`src/rtl/axi_tx_pkg.sv`:
```
// Shared types and width helpers for the axi_tx serializer and its sclk generator.
package axi_tx_pkg;

    typedef enum logic {
        IDLE  = 1'b0,
        SHIFT = 1'b1
    } state_e;

    localparam int unsigned DEF_PACKET_LENGTH = 32;
    localparam int unsigned DEF_CLK_DIV       = 2;

    // A counter is at least one bit wide, even when it counts to one value.
    function automatic int unsigned cnt_width(input int unsigned n);
        return (n > 1) ? $clog2(n) : 1;
    endfunction

endpackage

```
`src/rtl/axi_tx_sclk_gen.sv`:
```
// Serial clock generator: divides aclk by 2*clk_div and flags the edge on which sclk toggles.
module sclk_gen
    import axi_tx_pkg::*;
#(
    parameter int unsigned clk_div = DEF_CLK_DIV
) (
    input  logic aclk,
    input  logic areset,
    input  logic enable,
    output logic sclk,
    output logic rise_stb,
    output logic fall_stb
);

    localparam int unsigned        DIV_W    = cnt_width(clk_div);
    localparam logic [DIV_W-1:0]   DIV_LAST = DIV_W'(clk_div - 1);

    logic [DIV_W-1:0] div_q, div_d;
    logic             sclk_q, sclk_d;
    logic             toggle;

    // Strobes announce the toggle that the next aclk edge will perform.
    assign toggle   = enable && (div_q == DIV_LAST);
    assign rise_stb = toggle && !sclk_q;
    assign fall_stb = toggle &&  sclk_q;
    assign sclk     = sclk_q;

    // NOTE: every always_comb output gets a default first, so no path can infer a latch.
    always_comb begin
        div_d  = div_q;
        sclk_d = sclk_q;
        if (!enable) begin
            div_d  = '0;
            sclk_d = 1'b0;
        end else if (toggle) begin
            div_d  = '0;
            sclk_d = !sclk_q;
        end else begin
            div_d  = div_q + 1'b1;
        end
    end

    // NOTE: sequential state uses non-blocking assignments so every flop samples pre-edge values.
    always_ff @(posedge aclk or posedge areset) begin
        if (areset) begin
            div_q  <= '0;
            sclk_q <= 1'b0;
        end else begin
            div_q  <= div_d;
            sclk_q <= sclk_d;
        end
    end

endmodule

```
`src/rtl/axi_tx.sv`:
```
// Parallel-to-serial transmitter: one-word holding register feeding an MSB-first shifter.
module axi_tx
    import axi_tx_pkg::*;
#(
    parameter int unsigned packet_length = DEF_PACKET_LENGTH,
    parameter int unsigned clk_div       = DEF_CLK_DIV
) (
    input  logic                     aclk,
    input  logic                     areset,
    input  logic [packet_length-1:0] tx_data,
    input  logic                     tx_valid,
    output logic                     tx_ready,
    output logic                     sclk,
    output logic                     sdata,
    output logic                     svalid,
    output logic                     busy
);

    localparam int unsigned      BIT_W    = cnt_width(packet_length);
    localparam logic [BIT_W-1:0] BIT_LAST = BIT_W'(packet_length - 1);

    state_e                   state_q;
    logic [packet_length-1:0] hold_q;
    logic                     hold_full_q;
    logic [packet_length-1:0] shift_q;
    logic [BIT_W-1:0]         bit_q;
    logic                     svalid_q;

    logic handshake;
    logic fall_stb;
    logic sclk_rise_unused;

    assign tx_ready  = !hold_full_q && !areset;
    assign handshake = tx_valid && tx_ready;

    sclk_gen #(
        .clk_div (clk_div)
    ) u_sclk_gen (
        .aclk     (aclk),
        .areset   (areset),
        .enable   (state_q == SHIFT),
        .sclk     (sclk),
        .rise_stb (sclk_rise_unused),
        .fall_stb (fall_stb)
    );

    // NOTE: hold_q carries no reset; it is only ever read while hold_full_q qualifies it.
    always_ff @(posedge aclk) begin
        if (handshake) begin
            hold_q <= tx_data;
        end
    end

    // tx_ready is low while hold is full, so a handshake and a load never collide on hold_full_q.
    always_ff @(posedge aclk or posedge areset) begin
        if (areset) begin
            state_q     <= IDLE;
            hold_full_q <= 1'b0;
            shift_q     <= '0;
            bit_q       <= '0;
            svalid_q    <= 1'b0;
        end else begin
            if (handshake) begin
                hold_full_q <= 1'b1;
            end
            case (state_q)
                IDLE: begin
                    bit_q <= '0;
                    if (hold_full_q) begin
                        shift_q     <= hold_q;
                        hold_full_q <= 1'b0;
                        svalid_q    <= 1'b1;
                        state_q     <= SHIFT;
                    end
                end
                SHIFT: begin
                    if (fall_stb) begin
                        if (bit_q == BIT_LAST) begin
                            bit_q <= '0;
                            if (hold_full_q) begin
                                shift_q     <= hold_q;
                                hold_full_q <= 1'b0;
                            end else begin
                                shift_q  <= '0;
                                svalid_q <= 1'b0;
                                state_q  <= IDLE;
                            end
                        end else begin
                            bit_q   <= bit_q + 1'b1;
                            shift_q <= {shift_q[packet_length-2:0], 1'b0};
                        end
                    end
                end
            endcase
        end
    end

    assign sdata  = shift_q[packet_length-1];
    assign svalid = svalid_q;
    assign busy   = (state_q == SHIFT) || hold_full_q;

endmodule

```
`config.mk`:
```
export PLATFORM = sky130hd
export DESIGN_NAME = axi_tx
export DESIGN_NICKNAME = d
export VERILOG_FILES = /design/src/rtl/axi_tx_pkg.sv /design/src/rtl/axi_tx_sclk_gen.sv /design/src/rtl/axi_tx.sv
export SDC_FILE = /design/constraint.sdc
export NUM_CORES = 1
export LEC_CHECK = 0
export CAP_MARGIN = 30
export CELL_PAD_IN_SITES_DETAIL_PLACEMENT = 0
export CELL_PAD_IN_SITES_GLOBAL_PLACEMENT = 1
export CORE_ASPECT_RATIO = 0.9
export CORE_UTILIZATION = 40
export CTS_CLUSTER_SIZE = 28
export DETAILED_ROUTE_END_ITERATION = 12
export HOLD_SLACK_MARGIN = 0.12
export PLACE_DENSITY_LB_ADDON = 0.1
export SLEW_MARGIN = 10
export SYNTH_ARGS = -nofsm -noshare
export SYNTH_HDL_FRONTEND = slang
export SYNTH_HIERARCHICAL = 1
export SYNTH_SLANG_ARGS = --single-unit
```
`constraint.sdc`:
```
create_clock -name aclk -period 4.2 [get_ports aclk]
set_clock_uncertainty 0.1 [all_clocks]
set_input_delay 0.84 -clock aclk [delete_from_list [all_inputs] [get_ports aclk]]
set_output_delay 0.84 -clock aclk [all_outputs]
set_load 0.005 [all_outputs]
```
==> results of run 1 <==
-- layout make-up --
class	instances	area [µm²]	area share [%]
Clock buffer	9	124	3.45
Clock inverter	7	93.8	2.61
Inverter	2	7.51	0.209
Multi-Input combinational cell	132	802	22.3
Sequential cell	74	2010	56.0
Tap cell	93	116	3.24
Timing Repair Buffer	44	435	12.1
-- sequential cells by signal, summed over array words and instances, names as in the netlist --
register and count:
bit_q 5, u_sclk_gen/sclk 1, state_q 1, hold_q 32
hold_full_q 1, shift_q 32, u_sclk_gen/div_q 1, svalid 1
-- worst register-to-register path: stages (launching register included) --
cell and delay, ps:
sky130_fd_sc_hd__dfrtp_1 560, sky130_fd_sc_hd__and3_2 410, sky130_fd_sc_hd__mux2i_4 540, sky130_fd_sc_hd__buf_4 460, sky130_fd_sc_hd__nand2_1 110, sky130_fd_sc_hd__o21ai_1 90
-- layer usage --
metal  wire (µm)  global-route usage, %  vias to the layer above
met1        2520                   20.9                      859
met4          99                   7.24                        0
met3         241                   5.22                        8
met5           0                      0                        -
met2        2340                   22.1                       41
li1            -                      -                      889
-- worst paths after layout --
kind | start | to | slack (ps) | cells after the start
setup / recovery | areset | tx_ready | 1360 | 3
hold / removal | shift_q[16] | shift_q[16] | 390 | 2
setup reg to reg | state_q | shift_q[22] | 1860 | 5
hold reg to reg | shift_q[16] | shift_q[16] | 390 | 2
max in group asynchronous | areset | shift_q[0] | 2440 | 4
min in group asynchronous | areset | u_sclk_gen/div_q | 600 | 2
-- metrics by stage --
step	instance area, µm²	setup WS [ps]	util [%]	cells	hold slack, ps
6_report	3590	1360	50.8	361	390
3_5_place_dp	3370	1360	47.7	345	376
5_1_grt	3590	1330	50.8	361	414
2_1_floorplan	2940	1890	-	223	356
3_3_place_gp	3360	1360	47.5	344	367
4_1_cts	3590	1350	50.8	361	393
-- layout by cell type, fill, tap and decap left out, types with 4 or more instances in the layout --
cell,n
sky130_fd_sc_hd__dfrtp_1,42
sky130_fd_sc_hd__edfxtp_1,32
sky130_fd_sc_hd__nor2b_1,4
sky130_fd_sc_hd__buf_4,4
sky130_fd_sc_hd__clkdlybuf4s50_1,39
sky130_fd_sc_hd__clkbuf_8,9
sky130_fd_sc_hd__o21ai_1,31
sky130_fd_sc_hd__nand2_1,33
sky130_fd_sc_hd__a22oi_1,31
-- report_power, final --
part | switching, µW | internal [µW]
Combinational | 212 | 191
Sequential | 98.9 | 912
Clock | 269 | 333
==> insert_results.sql, run 1 <==
INSERT INTO impl_metrics (metric_group, metric, value, unit) VALUES
('run_status', 'outcome', 'finished clean', ''),
('critical_path', 'critical_path.endpoint_type', 'output pin', ''),
('sta', 'rsz0062_at_grt', 'false', ''),
('critical_path', 'startpoint_type', 'input port', ''),
('critical_path', 'crit_family', 'buffers and inverters', ''),
('synthesis', 'syn-cell-area', '2940', 'µm²'),
('sta', 'report.final.setup_viol', '0', ''),
('floorplan', 'die_x', '92.3', 'µm'),
('global_route', 'grt_pass1_wl', '8.88', 'mm'),
('global_route', 'all_layer_gr_usage', '15.4', '%'),
('cells_and_area', 'n_fill_cell', '630', ''),
('critical_path', 'crit_type', 'input port to output pin', ''),
('detailed_routing', 'routed-via-count', '1797', ''),
('critical_path', 'critical_path.cell_chain', 'clkdlybuf4s50_1 -> nor2_1 -> clkdlybuf4s50_1', ''),
('floorplan', 'start_util', '41.5', '%'),
('sta', 'max_freq', '352', 'MHz'),
('sta', 'worst_slew_pin_slew', '641', 'ps'),
('clock_network', 'tritoncts', 'done', ''),
('critical_path', 'crit_path_max_incr_delay', '510', 'ps'),
('clock_network', 'max-clock-path-buffers', '2', ''),
('detailed_routing', 'detail_route.drc_violations', '0', ''),
('power_and_ir_drop', 'vdd.ir_drop.worst', '233', 'µV'),
('synthesis', 'synth_nets', '261', ''),
('cells_and_area', 'antenna-diode-count', '0', ''),
('clock_network', 'cts_htree_levels', '3', ''),
('critical_path', 'critPathSlowestCell', 'sky130_fd_sc_hd__clkdlybuf4s50_1', ''),
('min_path', 'hp-class', 'flip-flop to flip-flop', ''),
('detailed_routing', 'drt-vias-per-instance', '4.98', ''),
('critical_path', 'critical_path.most_common_cell', 'sky130_fd_sc_hd__clkdlybuf4s50_1', ''),
('sta', 'setup_tns', '0', 'ps'),
('detailed_routing', 'first_iter_violations', '64', ''),
('sta', 'post-route-period-util', '67.7', '%'),
('clock_network', 'cts.hold.buffers_added', '0', ''),
('floorplan', 'design.portCount', '40', ''),
('synthesis', 'average_cell_area_after_synthesis', '13.2', 'µm²'),
('clock_network', 'post_cts_gate_resize_count', '0', ''),
('global_route', 'initial_antenna_violation_count', '0', ''),
('power_and_ir_drop', 'total_power', '2020', 'µW'),
('clock_network', 'clk_pin_slew', '80', 'ps'),
('floorplan', 'design.die.area', '7690', 'µm²'),
('synthesis', 'syn-instance-count', '223', ''),
('critical_path', 'worstPathRequired', '3260', 'ps'),
('cells_and_area', 'finalNetCount', '301', ''),
('placement', 'routabilityCongestion', '0.692', ''),
('cells_and_area', 'drive_above_1_share', '10.1', '%'),
('floorplan', 'coreArea', '7080', 'µm²'),
('detailed_routing', 'drtAntennaViolNets', '0', ''),
('clock_network', 'worst_skew_pair.late_latency', '350', 'ps'),
('detailed_routing', 'routed_wire_length_per_instance', '14.4', 'µm'),
('floorplan', 'placementRows', '29', ''),
('synthesis', 'ys_warn_count', '6', ''),
('clock_network', 'post_cts_buffers', '0', ''),
('critical_path', 'worst-path-buf-inv', '2', ''),
('sta', 'shortest_clock_period_the_worst_path_allows_after_layout', '2840', 'ps'),
('floorplan', 'vertical_die_dimension', '83.3', 'µm'),
('detailed_routing', 'wirelength', '5.21', 'mm'),
('sta', 'slew_headroom', '56.4', '%'),
('global_route', 'vias_in_the_first_global_route', '1768', ''),
('cells_and_area', 'area_growth_syn_to_layout', '22.3', '%'),
('power_and_ir_drop', 'power.density', '561', 'nW/µm²'),
('detailed_routing', 'number_of_optimization_iterations_in_the_first_detailed_route_pass', '4', ''),
('global_route', 'grt_remaining_overflow', '0', ''),
('sta', 'final-max-slew-violation-count', '0', ''),
('placement', 'port_buffers', '39', ''),
('critical_path', 'path_max_fanout', '3', ''),
('clock_network', 'clk_root_buffer_cell', 'sky130_fd_sc_hd__clkbuf_8', ''),
('power_and_ir_drop', 'p_leak', '0.00136', 'µW'),
('sta', 'hold_viol', '0', ''),
('clock_network', 'cts_inserted_buffers', '9', ''),
('clock_network', 'clock_sinks', '74', ''),
('global_route', 'maximum_number_of_pins_on_one_net_before_global_route_repair', '41', ''),
('placement', 'place_hpwl', '3.09', 'mm'),
('flow_run', 'timing.max_cap.violations', '0', ''),
('critical_path', 'worstPathArrival', '1900', 'ps');
Power figures use the tool's default switching activity.
==> run 2: changes to the inputs <==
clock period = 2.42 ns   (was 4.2 ns; I/O delays follow)
==> run 2 against run 1 <==
Compared with the run above: clock power grew 79%; via count grew 1.1%; non-clock buffer count grew 2; sequential share of layout area shrank 0.43 points; flip-flop and latch count is the same; total power grew 76%; register-to-register slack lost 1500 ps; first-iteration DRC count grew 55%; cell area grew 0.77%; sequential power grew 74%; hold slack lost 130 ps; count of clock-buffer cells in the layout grew 1; critical path type is now flip-flop to output pin; largest cell class unchanged; largest power group unchanged.
==> insert_results.sql, run 2 (same netlist as run 1, synthesis figures left out) <==
INSERT INTO impl_metrics (metric_group, metric, value, unit) VALUES
('critical_path', 'worstPathRequired', '1840', 'ps'),
('global_route', 'grt_pass1_wl', '8.88', 'mm'),
('placement', 'place_hpwl', '2.95', 'mm'),
('sta', 'slew_headroom', '65.2', '%'),
('global_route', 'initial_antenna_violation_count', '0', ''),
('global_route', 'grt_remaining_overflow', '0', ''),
('critical_path', 'setup.worst_path.start', 'hold_full_q', ''),
('floorplan', 'coreArea', '7080', 'µm²'),
('power_and_ir_drop', 'vdd.ir_drop.worst', '346', 'µV'),
('detailed_routing', 'routed_wire_length_per_instance', '14.1', 'µm'),
('power_and_ir_drop', 'power.density', '980', 'nW/µm²'),
('sta', 'shortest_clock_period_the_worst_path_allows_after_layout', '2200', 'ps'),
('flow_run', 'timing.max_cap.violations', '0', ''),
('clock_network', 'post_cts_buffers', '0', ''),
('detailed_routing', 'routed-via-count', '1816', ''),
('critical_path', 'reg2reg_depth', '6', ''),
('global_route', 'all_layer_gr_usage', '15.2', '%'),
('clock_network', 'max-clock-path-buffers', '2', ''),
('cells_and_area', 'area_growth_syn_to_layout', '23.2', '%'),
('critical_path', 'slack_of_the_worst_reg_to_reg_path', '350', 'ps'),
('critical_path', 'crit-reg2reg-launch', 'bit_q[0]', ''),
('power_and_ir_drop', 'p_leak', '0.00138', 'µW'),
('sta', 'setup_tns', '0', 'ps'),
('cells_and_area', 'layout_top_registers', 'hold_q: 32 flops, shift_q: 32 flops, bit_q: 5 flops', ''),
('clock_network', 'post_cts_gate_resize_count', '0', ''),
('critical_path', 'startpoint_type', 'flip-flop', ''),
('cells_and_area', 'drive_above_1_share', '11.1', '%'),
('floorplan', 'start_util', '41.5', '%'),
('detailed_routing', 'wirelength', '5.11', 'mm'),
('critical_path', 'crit_type', 'flip-flop to output pin', ''),
('floorplan', 'vertical_die_dimension', '83.3', 'µm'),
('detailed_routing', 'drtAntennaViolNets', '0', ''),
('clock_network', 'cts.hold.buffers_added', '0', ''),
('run_status', 'outcome', 'finished clean', ''),
('critical_path', 'critical_path.endpoint_type', 'output pin', ''),
('critical_path', 'timing.rr.end', 'shift_q[3]', ''),
('floorplan', 'design.portCount', '40', ''),
('sta', 'max_freq', '455', 'MHz'),
('clock_network', 'cts_inserted_buffers', '9', ''),
('floorplan', 'design.die.area', '7690', 'µm²'),
('detailed_routing', 'detail_route.drc_violations', '0', ''),
('floorplan', 'placementRows', '29', ''),
('cells_and_area', 'finalNetCount', '303', ''),
('sta', 'hold_viol', '0', ''),
('cells_and_area', 'layout.cells.most_common_list', '42 x sky130_fd_sc_hd__dfrtp_1, 39 x sky130_fd_sc_hd__clkdlybuf4s50_1, 33 x sky130_fd_sc_hd__nand2_1', ''),
('floorplan', 'die_x', '92.3', 'µm'),
('detailed_routing', 'number_of_optimization_iterations_in_the_first_detailed_route_pass', '4', ''),
('placement', 'port_buffers', '39', ''),
('cells_and_area', 'seqCellArea', '2010', 'µm²'),
('sta', 'post-route-period-util', '90.9', '%'),
('cells_and_area', 'n_fill_cell', '640', ''),
('detailed_routing', 'drt-vias-per-instance', '5.00', ''),
('sta', 'worst_slew_pin_slew', '522', 'ps'),
('sta', 'report.final.setup_viol', '0', ''),
('clock_network', 'tritoncts', 'done', ''),
('cells_and_area', 'final_common_cell', 'sky130_fd_sc_hd__dfrtp_1', ''),
('detailed_routing', 'first_iter_violations', '99', ''),
('clock_network', 'cts_htree_levels', '3', ''),
('sta', 'rsz0062_at_grt', 'false', ''),
('sta', 'final-max-slew-violation-count', '0', ''),
('global_route', 'maximum_number_of_pins_on_one_net_before_global_route_repair', '45', ''),
('critical_path', 'path_max_fanout', '9', ''),
('placement', 'routabilityCongestion', '0.718', ''),
('clock_network', 'clk_root_buffer_cell', 'sky130_fd_sc_hd__clkbuf_8', ''),
('min_path', 'hp-class', 'input port to async pin', ''),
('critical_path', 'worstPathArrival', '1610', 'ps'),
('clock_network', 'clock_sinks', '74', ''),
('cells_and_area', 'footprint_of_the_multi_input_gates', '802', 'µm²'),
('clock_network', 'clk_pin_slew', '80', 'ps'),
('clock_network', 'worst_skew_pair.late_latency', '340', 'ps'),
('cells_and_area', 'antenna-diode-count', '0', ''),
('global_route', 'vias_in_the_first_global_route', '1837', ''),
('cells_and_area', 'finalCoreUtilization', '51.1', '%');
## run 2: worst max-delay path, cell delays in order, from the launching register on
cell and delay [ps]:
sky130_fd_sc_hd__dfrtp_1 510, sky130_fd_sc_hd__or2_2 320, sky130_fd_sc_hd__clkdlybuf4s50_1 450
## run 2: worst max-delay path by stage
| stage | to | slack (ps) | depth (start not counted) |
|---|---|---|---|
| 6_report | busy | 220 | 2 |
| 5_1_grt | busy | 150 | 2 |
| 3_3_place_gp | tx_ready | 300 | 3 |
| 2_1_floorplan | hold_q[0] | 430 | 3 |
| 4_1_cts | busy | 200 | 2 |
| 3_5_place_dp | tx_ready | 260 | 3 |
## run 2: stage by stage
stage	instances	instance area [µm²]	power [µW]	setup WS, ps	hold slack [ps]
finish	363	3620	3550	221	261
detailed placement	347	3390	2500	257	376
CTS	363	3620	3590	196	247
global placement	347	3390	2480	296	367
global route	363	3620	3780	151	268
floorplan	223	2940	2280	433	125
## run 2: final cells by class
cell class / instances / area share [%]
flip-flops and latches: 74 / 55.6
multi-input cells: 132 / 22.2
repair buffers: 46 / 12.6
clock buffers: 10 / 3.80
well taps: 93 / 3.22
clock inverters: 6 / 2.42
inverters: 2 / 0.207
## run 2: metal layers
| layer | track usage (%) | routed length (µm) | vias to the layer above |
|---|---|---|---|
| met2 | 22.0 | 2210 | 45 |
| met3 | 5.31 | 273 | 6 |
| met1 | 20.9 | 2570 | 868 |
| met4 | 5.97 | 59 | 0 |
| met5 | 0 | 0 | - |
| li1 | - | - | 897 |
## run 2: power breakdown
group          total [µW]  internal, µW  leakage, µW  switching, µW
clock                1080           612     0.000117            466
sequential           1760          1580     0.000847            175
combinational         712           343     0.000420            370
total                3550          2540      0.00138           1010
==> RTL change 1: new RTL, settings of run 1 <==
The package constant `DEF_CLK_DIV` goes from 2 to 4.
--- a/src/rtl/axi_tx_pkg.sv
+++ b/src/rtl/axi_tx_pkg.sv
@@ -8,5 +8,5 @@
 
     localparam int unsigned DEF_PACKET_LENGTH = 32;
-    localparam int unsigned DEF_CLK_DIV       = 2;
+    localparam int unsigned DEF_CLK_DIV       = 4;
 
     // A counter is at least one bit wide, even when it counts to one value.
Function: changed (Yosys sat finds a counterexample within 10 cycles, from zero or initial values and one cycle with areset high).
==> RTL change 1 against run 1 <==
- cell count grew 0.28%
- sequential cell count is 1 higher
- power shrank 2.0%
- worst setup slack better by 0.0019 ns
- design area stayed put
- synthesized cell count is 1.3% higher
- routed wire length is 4.1% lower
- worst hold slack worse by 0.041 ns
- area after synthesis rose by 1.6%
- critical path type unchanged
- largest power group unchanged
==> RTL change 1: results (changes against run 1) <==
status=complete, no violations; initial antenna violation count=0 (unchanged); worst-skew pair later-pin latency=0.34 ns; Reg2Reg Setup Slack=1.78 ns (-0.08 ns); first-pass GRT wire length=8.55 mm (-3.7%); reg2reg end=shift_q[25]; Placer Congestion=0.684 (-1.2%); clock-pin slew on the worst setup and hold paths=0.07 ns; IO buf count=39 (unchanged); Internal Power=0.00142 W (-0.79%); Reg2Reg Depth=5 (unchanged); largest net degree at the start of global routing=34 (-17%); syn nets=265 (+1.5%); crit path to=tx_ready; RR Startpoint=u_sclk_gen/div_q[0]; Setup crit start=areset; setup TNS=0 ns (unchanged); Placed Cells=346 (+0.29%); crit-path max cell delay=0.51 ns (about the same); relative slew slack=42.4% (-14 points); placed inst area=3400 µm² (+0.70%); final net count=303 (+0.66%); Max Root-Sink Buffers=2 (unchanged); post-cts sizing count=0 (unchanged); dpl hpwl=2.99 mm (-3.2%); Fin Hold WS=0.349 ns (-0.0414 ns); Crit Path Max Fanout=3 (unchanged); WHS Path Cells=1 (-1); CTS Buf Count=9 (unchanged); setup bufs post-CTS=0 (unchanged); number of H-tree levels=3 (unchanged); Mapped Cells=226 (+1.3%); Synthesis Warnings=6 (unchanged); Critical-path top delay cell=clkdlybuf4s50_1; delay-heaviest family, CP=buffers and inverters; GRT Total Usage=14.5% (-0.87 points); peak supply drop=0.226 mV (-3.1%); leak pwr=1.38 nW (+1.3%); CP Data Arrival Time=1.90 ns (about the same); Initial DRC Count=106 (+66%); Hold Path Class=reg2reg; DR WL/cell=13.8 µm (-4.4%); non-filler cells, final=362 (+0.28%); DRT Pass-1 Iters=4 (unchanged); n_diodes=0 (unchanged); Root Driver=clkbuf_8; biggest regs=hold_q x32, shift_q x32, bit_q x5; share of cells above drive strength 1=8.92% (-1.2 points); via count=1804 (+0.39%)
-- RTL change 1: final cells by class --
cell class                      instances  area [µm²]
Clock buffer                           11         141
Clock inverter                          5        52.6
Fill cell                             641        3560
Inverter                                2        7.51
Multi-Input combinational cell        134         823
Sequential cell                        75        2040
Tap cell                               93         116
Timing Repair Buffer                   42         413
-- RTL change 1: how the worst min path moves through the flow --
stage                              from                   to
detailed placement  u_sclk_gen/div_q[0]  u_sclk_gen/div_q[0]
global route        u_sclk_gen/div_q[0]  u_sclk_gen/div_q[0]
CTS                 u_sclk_gen/div_q[0]  u_sclk_gen/div_q[0]
global placement    u_sclk_gen/div_q[0]  u_sclk_gen/div_q[0]
floorplan           u_sclk_gen/div_q[0]  u_sclk_gen/div_q[0]
finish              u_sclk_gen/div_q[0]  u_sclk_gen/div_q[0]
-- RTL change 1: through the flow --
| stage | utilization [%] | power, W | worst slack [ns] |
|---|---|---|---|
| floorplan | - | 0.00134 | 1.89 |
| global placement | 47.5 | 0.00145 | 1.36 |
| detailed placement | 47.5 | 0.00146 | 1.36 |
| CTS | 50.2 | 0.00200 | 1.35 |
| global route | 50.2 | 0.00211 | 1.31 |
| finish | 50.2 | 0.00198 | 1.36 |
-- RTL change 1: metal layers --
metal	global-route usage [%]	routed length, µm
met3	5.56	225
met1	19.2	2450
met5	0	0
met2	21.5	2240
met4	5.87	72
-- RTL change 1: power by group through the flow --
stage          sequential (W)  clock [W]  combinational, W
6_report              0.00104   0.000541          0.000396
5_1_grt               0.00106   0.000590          0.000461
4_1_cts               0.00104   0.000558          0.000405
3_5_place_dp          0.00105          0          0.000404
3_3_place_gp          0.00105          0          0.000394
2_1_floorplan         0.00102          0          0.000315
==> RTL change 2: new RTL, config.mk and constraints of run 1 <==
Without the edit above. Make the reset (`areset`) synchronous in 2 clocked blocks.
--- a/src/rtl/axi_tx_sclk_gen.sv
+++ b/src/rtl/axi_tx_sclk_gen.sv
@@ -42,5 +42,5 @@
 
     // NOTE: sequential state uses non-blocking assignments so every flop samples pre-edge values.
-    always_ff @(posedge aclk or posedge areset) begin
+    always_ff @(posedge aclk) begin
         if (areset) begin
             div_q  <= '0;
--- a/src/rtl/axi_tx.sv
+++ b/src/rtl/axi_tx.sv
@@ -53,5 +53,5 @@
 
     // tx_ready is low while hold is full, so a handshake and a load never collide on hold_full_q.
-    always_ff @(posedge aclk or posedge areset) begin
+    always_ff @(posedge aclk) begin
         if (areset) begin
             state_q     <= IDLE;
Behaviour: differs if areset is asserted again (counterexample within 4 cycles, from zero or initial values and one cycle with areset high); with areset held inactive, the same outputs for 10 cycles.
==> RTL change 2 against run 1 <==
- worst setup slack got worse by 0.28 ns
- worst hold slack got worse by 0.028 ns
- routed wire length increased by 19%
- area after synthesis increased by 0.77%
- design area increased by 0.17%
- sequential cell count unchanged
Power is not compared: it rests on default switching activity, and its combinational part moved more than twofold at a synthesized area within 25%.
==> RTL change 2: results (changes against run 1) <==
Reg2Reg Depth=7 (+2); Filler cells=663 (+5.2%); DRT Pass-1 Iters=5 (+1); syn nets=278 (+6.5%); IO buf count=39 (unchanged); Initial DRC Count=103 (+61%); RR Startpoint=bit_q[0]; Root Driver=clkbuf_8; n_diodes=0 (unchanged); final setup violation count=0 (unchanged); DR WL/cell=16.7 µm (+16%); Hold Crit Endpoint=u_sclk_gen/div_q; post-cts sizing count=0 (unchanged); clock-pin slew on the worst setup and hold paths=0.07 ns; initial antenna violation count=0 (unchanged); first-pass GRT wire length=10.3 mm (+16%); relative slew slack=52.0% (-4.4 points); WHS Path Cells=1 (-1); final net count=311 (+3.3%); GRT Total Usage=17.2% (+1.9 points); number of H-tree levels=3 (unchanged); largest net degree at the start of global routing=33 (-20%); CTS Buf Count=9 (unchanged); Max Root-Sink Buffers=2 (unchanged); leak pwr=1.28 nW; dpl hpwl=3.52 mm (+14%); share of cells above drive strength 1=12.2% (+2.2 points); worst-skew pair later-pin latency=0.34 ns; CP Data Arrival Time=2.18 ns (+0.28 ns); min-delay src=u_sclk_gen/div_q; setup bufs post-CTS=0 (unchanged); status=complete, no violations; Fin Hold WS=0.362 ns (-0.0280 ns); Placer Congestion=0.677 (-2.3%); Reg2Reg Setup Slack=1.96 ns (+0.10 ns); peak supply drop=0.236 mV; Hold Path Class=reg2reg; reg2reg end=shift_q[20]; number of global-route vias before repair=2042 (+15%); Synthesis Warnings=6 (unchanged); Crit Path Max Fanout=10 (+7); Vias/cell=5.69 (+14%); biggest regs=hold_q x32, shift_q x32, bit_q x5
==> RTL change 2: cell count changes in the layout (fill, tap and decap cells not counted), sizes merged, moves of 30 or more <==
cell	delta
dfxtp	+42
nor2	+39
o21ai	-31
nand2	-30
a22oi	-31
a221oi	+30
dfrtp	-42
==> RTL change 2: worst max-delay path, cell delays in order <==
cell and delay (ns):
clkdlybuf4s50_1 0.62, nor2_1 0.21, clkdlybuf4s50_1 0.52
==> RTL change 2: routing by layer <==
metal  GRT usage (%)  vias up  share of wire (%)  routed length, µm
met1            23.7     1043                 49               3050
met2            25.8       41                 46               2840
li1                -     1020                  -                  -
met4            4.20        0               0.92                 57
met3            6.38        6                4.0                249
met5               0        -                  0                  0
==> RTL change 2: per-stage QoR <==
step,area [µm²],cells,setup WS (ns)
after global routing,3600,371,0.985
after global placement,3350,354,1.09
after floorplan,2960,240,1.74
after detailed placement,3380,355,1.08
after CTS,3600,371,1.07
final,3600,371,1.08
==> RTL change 2: final cells by class <==
type | instances | area share [%]
clock buffer | 10 | 3.55
clock inverter | 6 | 2.50
inverter | 3 | 0.313
multi-input combinational | 142 | 28.1
sequential | 74 | 50.1
tap | 93 | 3.23
timing repair buffer | 43 | 12.2
==> RTL change 2: worst max-delay path by stage <==
stage	slack [ns]	from	to
after floorplan	1.74	areset	hold_q[0]
after global placement	1.09	areset	tx_ready
after detailed placement	1.08	areset	tx_ready
after CTS	1.07	areset	tx_ready
after global routing	0.99	areset	tx_ready
final	1.08	areset	tx_ready
==> RTL change 2: where the power goes <==
part	internal [W]	switching, W
logic	0.0000574	0.0000492
clock network	0.000337	0.000266
registers	0.000793	0.0000248
